===== config.mk =====
export PLATFORM = sky130hd
export DESIGN_NAME = regfile_write_arbiter
export DESIGN_NICKNAME = d
export VERILOG_FILES = /design/src/rtl/regfile_write_arbiter.sv
export SDC_FILE = /design/constraint.sdc
export NUM_CORES = 1
export LEC_CHECK = 0
export ABC_AREA = 1
export CELL_PAD_IN_SITES_DETAIL_PLACEMENT = 1
export CELL_PAD_IN_SITES_GLOBAL_PLACEMENT = 1
export CORE_ASPECT_RATIO = 1.75
export CORE_MARGIN = 8
export CORE_UTILIZATION = 35
export CTS_BUF_LIST = sky130_fd_sc_hd__clkbuf_8
export CTS_CLUSTER_SIZE = 30
export DETAILED_ROUTE_END_ITERATION = 16
export MAX_ROUTING_LAYER = met4
export PLACE_DENSITY_LB_ADDON = 0.1
export SYNTH_ARGS = -nofsm -noshare
export SYNTH_HDL_FRONTEND = slang
export SYNTH_SLANG_ARGS = --single-unit

===== constraint.sdc =====
create_clock -name CLK -period 2.62 [get_ports CLK]
set_clock_uncertainty 0.1 [all_clocks]
set_input_delay 0.655 -clock CLK [delete_from_list [all_inputs] [get_ports CLK]]
set_output_delay 0.655 -clock CLK [all_outputs]
set_load 0.1 [all_outputs]

===== src/rtl/regfile_write_arbiter.sv =====
// Register-file write-port arbiter: in-order writeback (A) vs buffered long-latency results (B),
// with a starvation guard for B and a pending-destination scoreboard driving the decode stall.
module regfile_write_arbiter #(
  parameter int DEPTH      = 2,
  parameter int STARVE_MAX = 4
) (
  input  logic        CLK,
  input  logic        nRST,
  input  logic        a_valid,
  input  logic [4:0]  a_sel,
  input  logic [31:0] a_dat,
  output logic        a_ready,
  input  logic        b_valid,
  input  logic [4:0]  b_sel,
  input  logic [31:0] b_dat,
  output logic        b_ready,
  input  logic        pend_set,
  input  logic [4:0]  pend_sel,
  input  logic [4:0]  rsel1,
  input  logic [4:0]  rsel2,
  output logic        stall,
  output logic        busy,
  output logic        WEN,
  output logic [4:0]  wsel,
  output logic [31:0] wdat
);
  localparam int AW = $clog2(DEPTH);
  localparam int CW = AW + 1;
  localparam int SW = $clog2(STARVE_MAX + 1);

  logic [4:0]    sel_mem [DEPTH];
  logic [31:0]   dat_mem [DEPTH];
  logic [AW-1:0] rd_q, rd_d, wr_q, wr_d;
  logic [CW-1:0] count_q, count_d;
  logic [SW-1:0] starve_q, starve_d;
  logic [31:0]   pend_q, pend_d;

  logic not_empty, override, push, pop;
  logic [4:0] head_sel;
  logic [31:0] head_dat;

  assign head_sel  = sel_mem[rd_q];
  assign head_dat  = dat_mem[rd_q];
  assign not_empty = (count_q != '0);
  assign override  = not_empty && (starve_q == SW'(STARVE_MAX));

  assign b_ready = !nRST && (count_q < CW'(DEPTH));
  assign busy    = !nRST && not_empty;
  assign stall   = !nRST && (pend_q[rsel1] || pend_q[rsel2]);
  assign push    = b_valid && b_ready && (b_sel != 5'd0);

  always_comb begin
    a_ready = 1'b0;
    WEN     = 1'b0;
    wsel    = 5'd0;
    wdat    = 32'd0;
    pop     = 1'b0;
    if (!nRST) begin
      if (override) begin
        pop = 1'b1;
      end else if (a_valid && (a_sel != 5'd0)) begin
        a_ready = 1'b1;
        WEN     = 1'b1;
        wsel    = a_sel;
        wdat    = a_dat;
      end else begin
        // a write to r0 is consumed without using the port, so the head may take it
        a_ready = a_valid;
        pop     = not_empty;
      end
      if (pop) begin
        WEN  = 1'b1;
        wsel = head_sel;
        wdat = head_dat;
      end
    end
  end

  always_comb begin
    rd_d     = pop  ? rd_q + AW'(1) : rd_q;
    wr_d     = push ? wr_q + AW'(1) : wr_q;
    count_d  = count_q;
    if (push && !pop) count_d = count_q + CW'(1);
    if (pop && !push) count_d = count_q - CW'(1);
    starve_d = starve_q;
    if (!not_empty || pop)
      starve_d = '0;
    else if (starve_q != SW'(STARVE_MAX))
      starve_d = starve_q + SW'(1);
    pend_d = pend_q;
    if (pop) pend_d[head_sel] = 1'b0;
    // set after clear so a same-cycle reissue to the same register stays pending
    if (pend_set && (pend_sel != 5'd0)) pend_d[pend_sel] = 1'b1;
  end

  always_ff @(posedge CLK or posedge nRST) begin
    if (nRST) begin
      rd_q     <= '0;
      wr_q     <= '0;
      count_q  <= '0;
      starve_q <= '0;
      pend_q   <= '0;
    end else begin
      rd_q     <= rd_d;
      wr_q     <= wr_d;
      count_q  <= count_d;
      starve_q <= starve_d;
      pend_q   <= pend_d;
    end
  end

  always_ff @(posedge CLK) begin
    if (push) begin
      sel_mem[wr_q] <= b_sel;
      dat_mem[wr_q] <= b_dat;
    end
  end
endmodule


==> flow_summary.json <==
{
  "status": "finished, violations left",
  "violations": "setup timing",
  "cp.required_ns": 1.87,
  "slew_violations": 0,
  "grt_pass1_wl_um": 33800,
  "ys_seq_elements": 113,
  "fin_crit_sh_pct": 115,
  "worst_path_largest_cell_delay_ns": 0.40,
  "tns_ns": -12.64,
  "clkTransAtPathRegs_ns": 0.07,
  "yosys.area_share.simple_pct": 20.3,
  "clockBufferDepth": 2,
  "firstDrtPassIters": 4,
  "path_class": "reg2out",
  "min_period_ns": 3.02,
  "syn_inst": 594,
  "crit_chain": "inv_2, ha_4, nand2_4, nor2_8, nor2_8, nor2_4, nand2_4, buf_12, buf_16, o21ai_4, buf_12",
  "ctsHtreeMaxLevel": 4,
  "clk-insertion-delay-late_ns": 0.43,
  "hold_path_class": "reg2reg",
  "critPathCaptureType": "output pin",
  "gp_congestion": 0.875,
  "avgSynthCellArea_um2": 9.71,
  "synth_cell_type_count": 31,
  "placed_cells": 933,
  "switching_power_w": 0.00402,
  "r2r_slack_ns": 0.26,
  "ctsHoldBuffers": 0,
  "seq_area_frac_synth_pct": 55.4,
  "dp.final_hpwl_um": 16000,
  "first_global_vias": 6104,
  "vias": 5220,
  "nets": 889,
  "worst_setup_path_start_kind": "flip-flop",
  "relSlewSlack_pct": 67.6,
  "seqPwrFrac_pct": 28.7,
  "startpoint": "starve_q[0]$_DFFE_PP0P_",
  "grt_max_degree": 33,
  "switching_share_pct": 43.6,
  "whs_path_depth": 2,
  "internal_power_w": 0.00521,
  "dieArea_um2": 21000,
  "ioPinCount": 136,
  "hold_viol": 0,
  "antenna_found_initial": 0,
  "start_util_pct": 35.4,
  "numPortBuffers": 135,
  "cellLeakagePower_nw": 3.78,
  "arrival_ns": 2.26,
  "drt_iter0_drc": 189,
  "overflow": 0,
  "stdcell_count": 997,
  "r2r_start": "starve_q[0]$_DFFE_PP0P_",
  "cts.sinks": 113,
  "synth_compound_area_share_pct": 12.3,
  "cts_tree": "built",
  "drc": 0,
  "viasPerCell": 5.24,
  "cts_root_buf": "clkbuf_8",
  "fin_ws_ns": -0.395,
  "yosys-top-cells-area": "edfxtp_1, dfrtp_1, nand2_1",
  "synth_nets": 691,
  "clkPwrFrac_pct": 19.3,
  "slowest_stage": "dfrtp_1",
  "cap_violations": 0,
  "drtAntennaViolNets": 0,
  "avgRoutedWirePerCell_um": 22.1,
  "yosysWarnings": 0,
  "numCtsBuffers": 17,
  "reg2reg_depth": 13,
  "setup_viol": 38,
  "dieWidth_um": 113,
  "synth_top_cell_by_area": "edfxtp_1",
  "synthAdderAreaFrac_pct": 0.650,
  "combinationalPowerShare_pct": 52.0,
  "reg2reg_to": "pend_q[14]$_DFF_PP0_",
  "synth_area_um2": 5770,
  "synth.top_cell.area_share_pct": 38.5,
  "worstPathMaxFanout": 5,
  "p_per_area_nw_per_um2": 965,
  "synth_top_family_by_area": "simple AND/OR/NAND/NOR gates",
  "grtUsageTotal_pct": 22.1,
  "num_rows": 62,
  "synth_xor_area_share_pct": 0.759,
  "utilization_pct": 58.8,
  "worst_pin_slew_ns": 0.484,
  "core_um2": 16300,
  "routed_wl_um": 22000,
  "drive_above_1_share_pct": 32.9,
  "die_y_um": 186,
  "vdd_drop_max_uv": 622,
  "critPathCapture": "wdat[17]",
  "muxShareOfSynthArea_pct": 5.38,
  "antennaDiodeCount": 0,
  "syn_to_final_growth_pct": 65.9,
  "rsz0062_at_grt": "true",
  "fmax_mhz": 332
}
## worst max-delay path: cells and delay by family (launching register included)
kind                       cells  cell delay (ns)
AOI/OAI and AO/OA              1             0.19
buffers and inverters          4             0.58
adders and majority gates      1             0.15
DFF                            1             0.40
and+or+nand+nor                5             0.50
## cell type report
cell class                      count  area [um^2]
Clock buffer                       17          234
Clock inverter                     15          193
Fill cell                        1725         6720
Inverter                           36          158
Multi-Input combinational cell    418         2880
Sequential cell                   113         3200
Tap cell                          192          240
Timing Repair Buffer              206         2670
## per-layer routing
| layer | routed length (um) | up-vias | part of all wire, % | GRT usage (%) |
|---|---|---|---|---|
| li1 | - | 2478 | - | - |
| met1 | 7180 | 2526 | 33 | 19.2 |
| met2 | 13000 | 155 | 59 | 43.6 |
| met3 | 790 | 61 | 3.6 | 4.09 |
| met4 | 1110 | 0 | 5.0 | 10.9 |
| met5 | 0 | - | 0 | - |
## state kept, by name (all words and copies together) (netlist names)
| signal | count |
|---|---|
| count_q | 2 |
| dat_mem | 64 |
| pend_q | 32 |
| rd_q | 1 |
| sel_mem | 10 |
| starve_q | 3 |
| wr_q | 1 |
## cell usage in the layout, fill, tap and decap left out, types with 3 or more instances in the layout
master and count:
a21oi_1 3, nand2_2 8, o21ai_2 5, clkbuf_8 17, o21ai_1 15, buf_6 8, inv_2 12, or2_1 3
dfrtp_1 37, nor2_1 25, buf_16 3, nand2_1 116, edfxtp_1 74, nand3_2 26, clkdlybuf4s50_1 80, clkinvlp_4 5
o22ai_4 3, nor2_4 11, nand3_1 59, bufinv_16 4, buf_12 60, o21ai_4 32, buf_4 39, mux2i_1 31
nand2_4 3, inv_1 20, xnor2_1 3, o21ai_0 55, dlygate4sd2_1 4
## repair_timing
action | 4_1_cts | 5_1_grt
pin swaps | 24 | 20
setup buffers | 22 | 3
endpoints found under the setup margin | 40 | 39
resized for setup | 93 | 32
cloned | 5 | 2
## worst min-delay path by stage
stage          slack (ns)              endpoint                  from
2_1_floorplan        0.37   pend_q[5]$_DFF_PP0_   pend_q[5]$_DFF_PP0_
3_3_place_gp         0.40   pend_q[1]$_DFF_PP0_   pend_q[1]$_DFF_PP0_
3_5_place_dp         0.43   pend_q[0]$_DFF_PP0_   pend_q[0]$_DFF_PP0_
4_1_cts              0.43      rd_q$_DFFE_PP0P_                  nRST
5_1_grt              0.44      rd_q$_DFFE_PP0P_                  nRST
6_report             0.44  pend_q[30]$_DFF_PP0_  pend_q[30]$_DFF_PP0_
## logic make-up (layout without fill, tap and decap cells)
kind of cell / count (synthesis) / count (layout)
AND/OR/NAND/NOR: 259 / 259
AO/OA/AOI/OAI: 120 / 120
flip-flops: 113 / 113
buffers and inverters: 63 / 274
multiplexers: 31 / 31
XOR/XNOR: 5 / 5
adder cells (fa/ha/maj): 3 / 3
## synthesized netlist by cell type
| cell | count |
|---|---|
| nor3_1 | 1 |
| ha_1 | 3 |
| edfxtp_1 | 74 |
| buf_1 | 2 |
| a32o_1 | 1 |
| o21ai_2 | 25 |
| o22ai_1 | 4 |
| nor2_1 | 32 |
| nand4_1 | 1 |
| or2_1 | 3 |
| buf_2 | 11 |
| o31ai_1 | 1 |
| a31oi_1 | 1 |
| o21ai_1 | 13 |
| clkbuf_1 | 7 |
| inv_2 | 4 |
| buf_6 | 6 |
| a21oi_1 | 6 |
| mux2i_1 | 31 |
| inv_1 | 32 |
| nand3_1 | 86 |
| xor2_1 | 2 |
| nand2_1 | 126 |
| or2_0 | 2 |
| o21ai_0 | 69 |
| xnor2_1 | 3 |
| nor2_4 | 5 |
| nor2_8 | 2 |
| nand2_4 | 1 |
| buf_4 | 1 |
| dfrtp_1 | 39 |
## metrics by stage
step                      total power (W)  worst slack (ns)  hold slack [ns]  instance area (um^2)
after floorplan                   0.00540            -0.457            0.374                  6150
after global placement            0.00684            -0.454            0.402                  8330
after detailed placement          0.00698            -0.510            0.428                  8330
after CTS                         0.00921            -0.365            0.432                  9410
after global routing              0.00969            -0.483            0.437                  9570
final                             0.00924            -0.395            0.438                  9570
## power groups by stage
stage          combinational (W)  clock (W)  sequential (W)
2_1_floorplan            0.00284          0         0.00257
3_3_place_gp             0.00420          0         0.00265
3_5_place_dp             0.00430          0         0.00268
4_1_cts                  0.00474    0.00182         0.00264
5_1_grt                  0.00509    0.00190         0.00269
6_report                 0.00481    0.00178         0.00265
(Power assumes the default switching activity.)
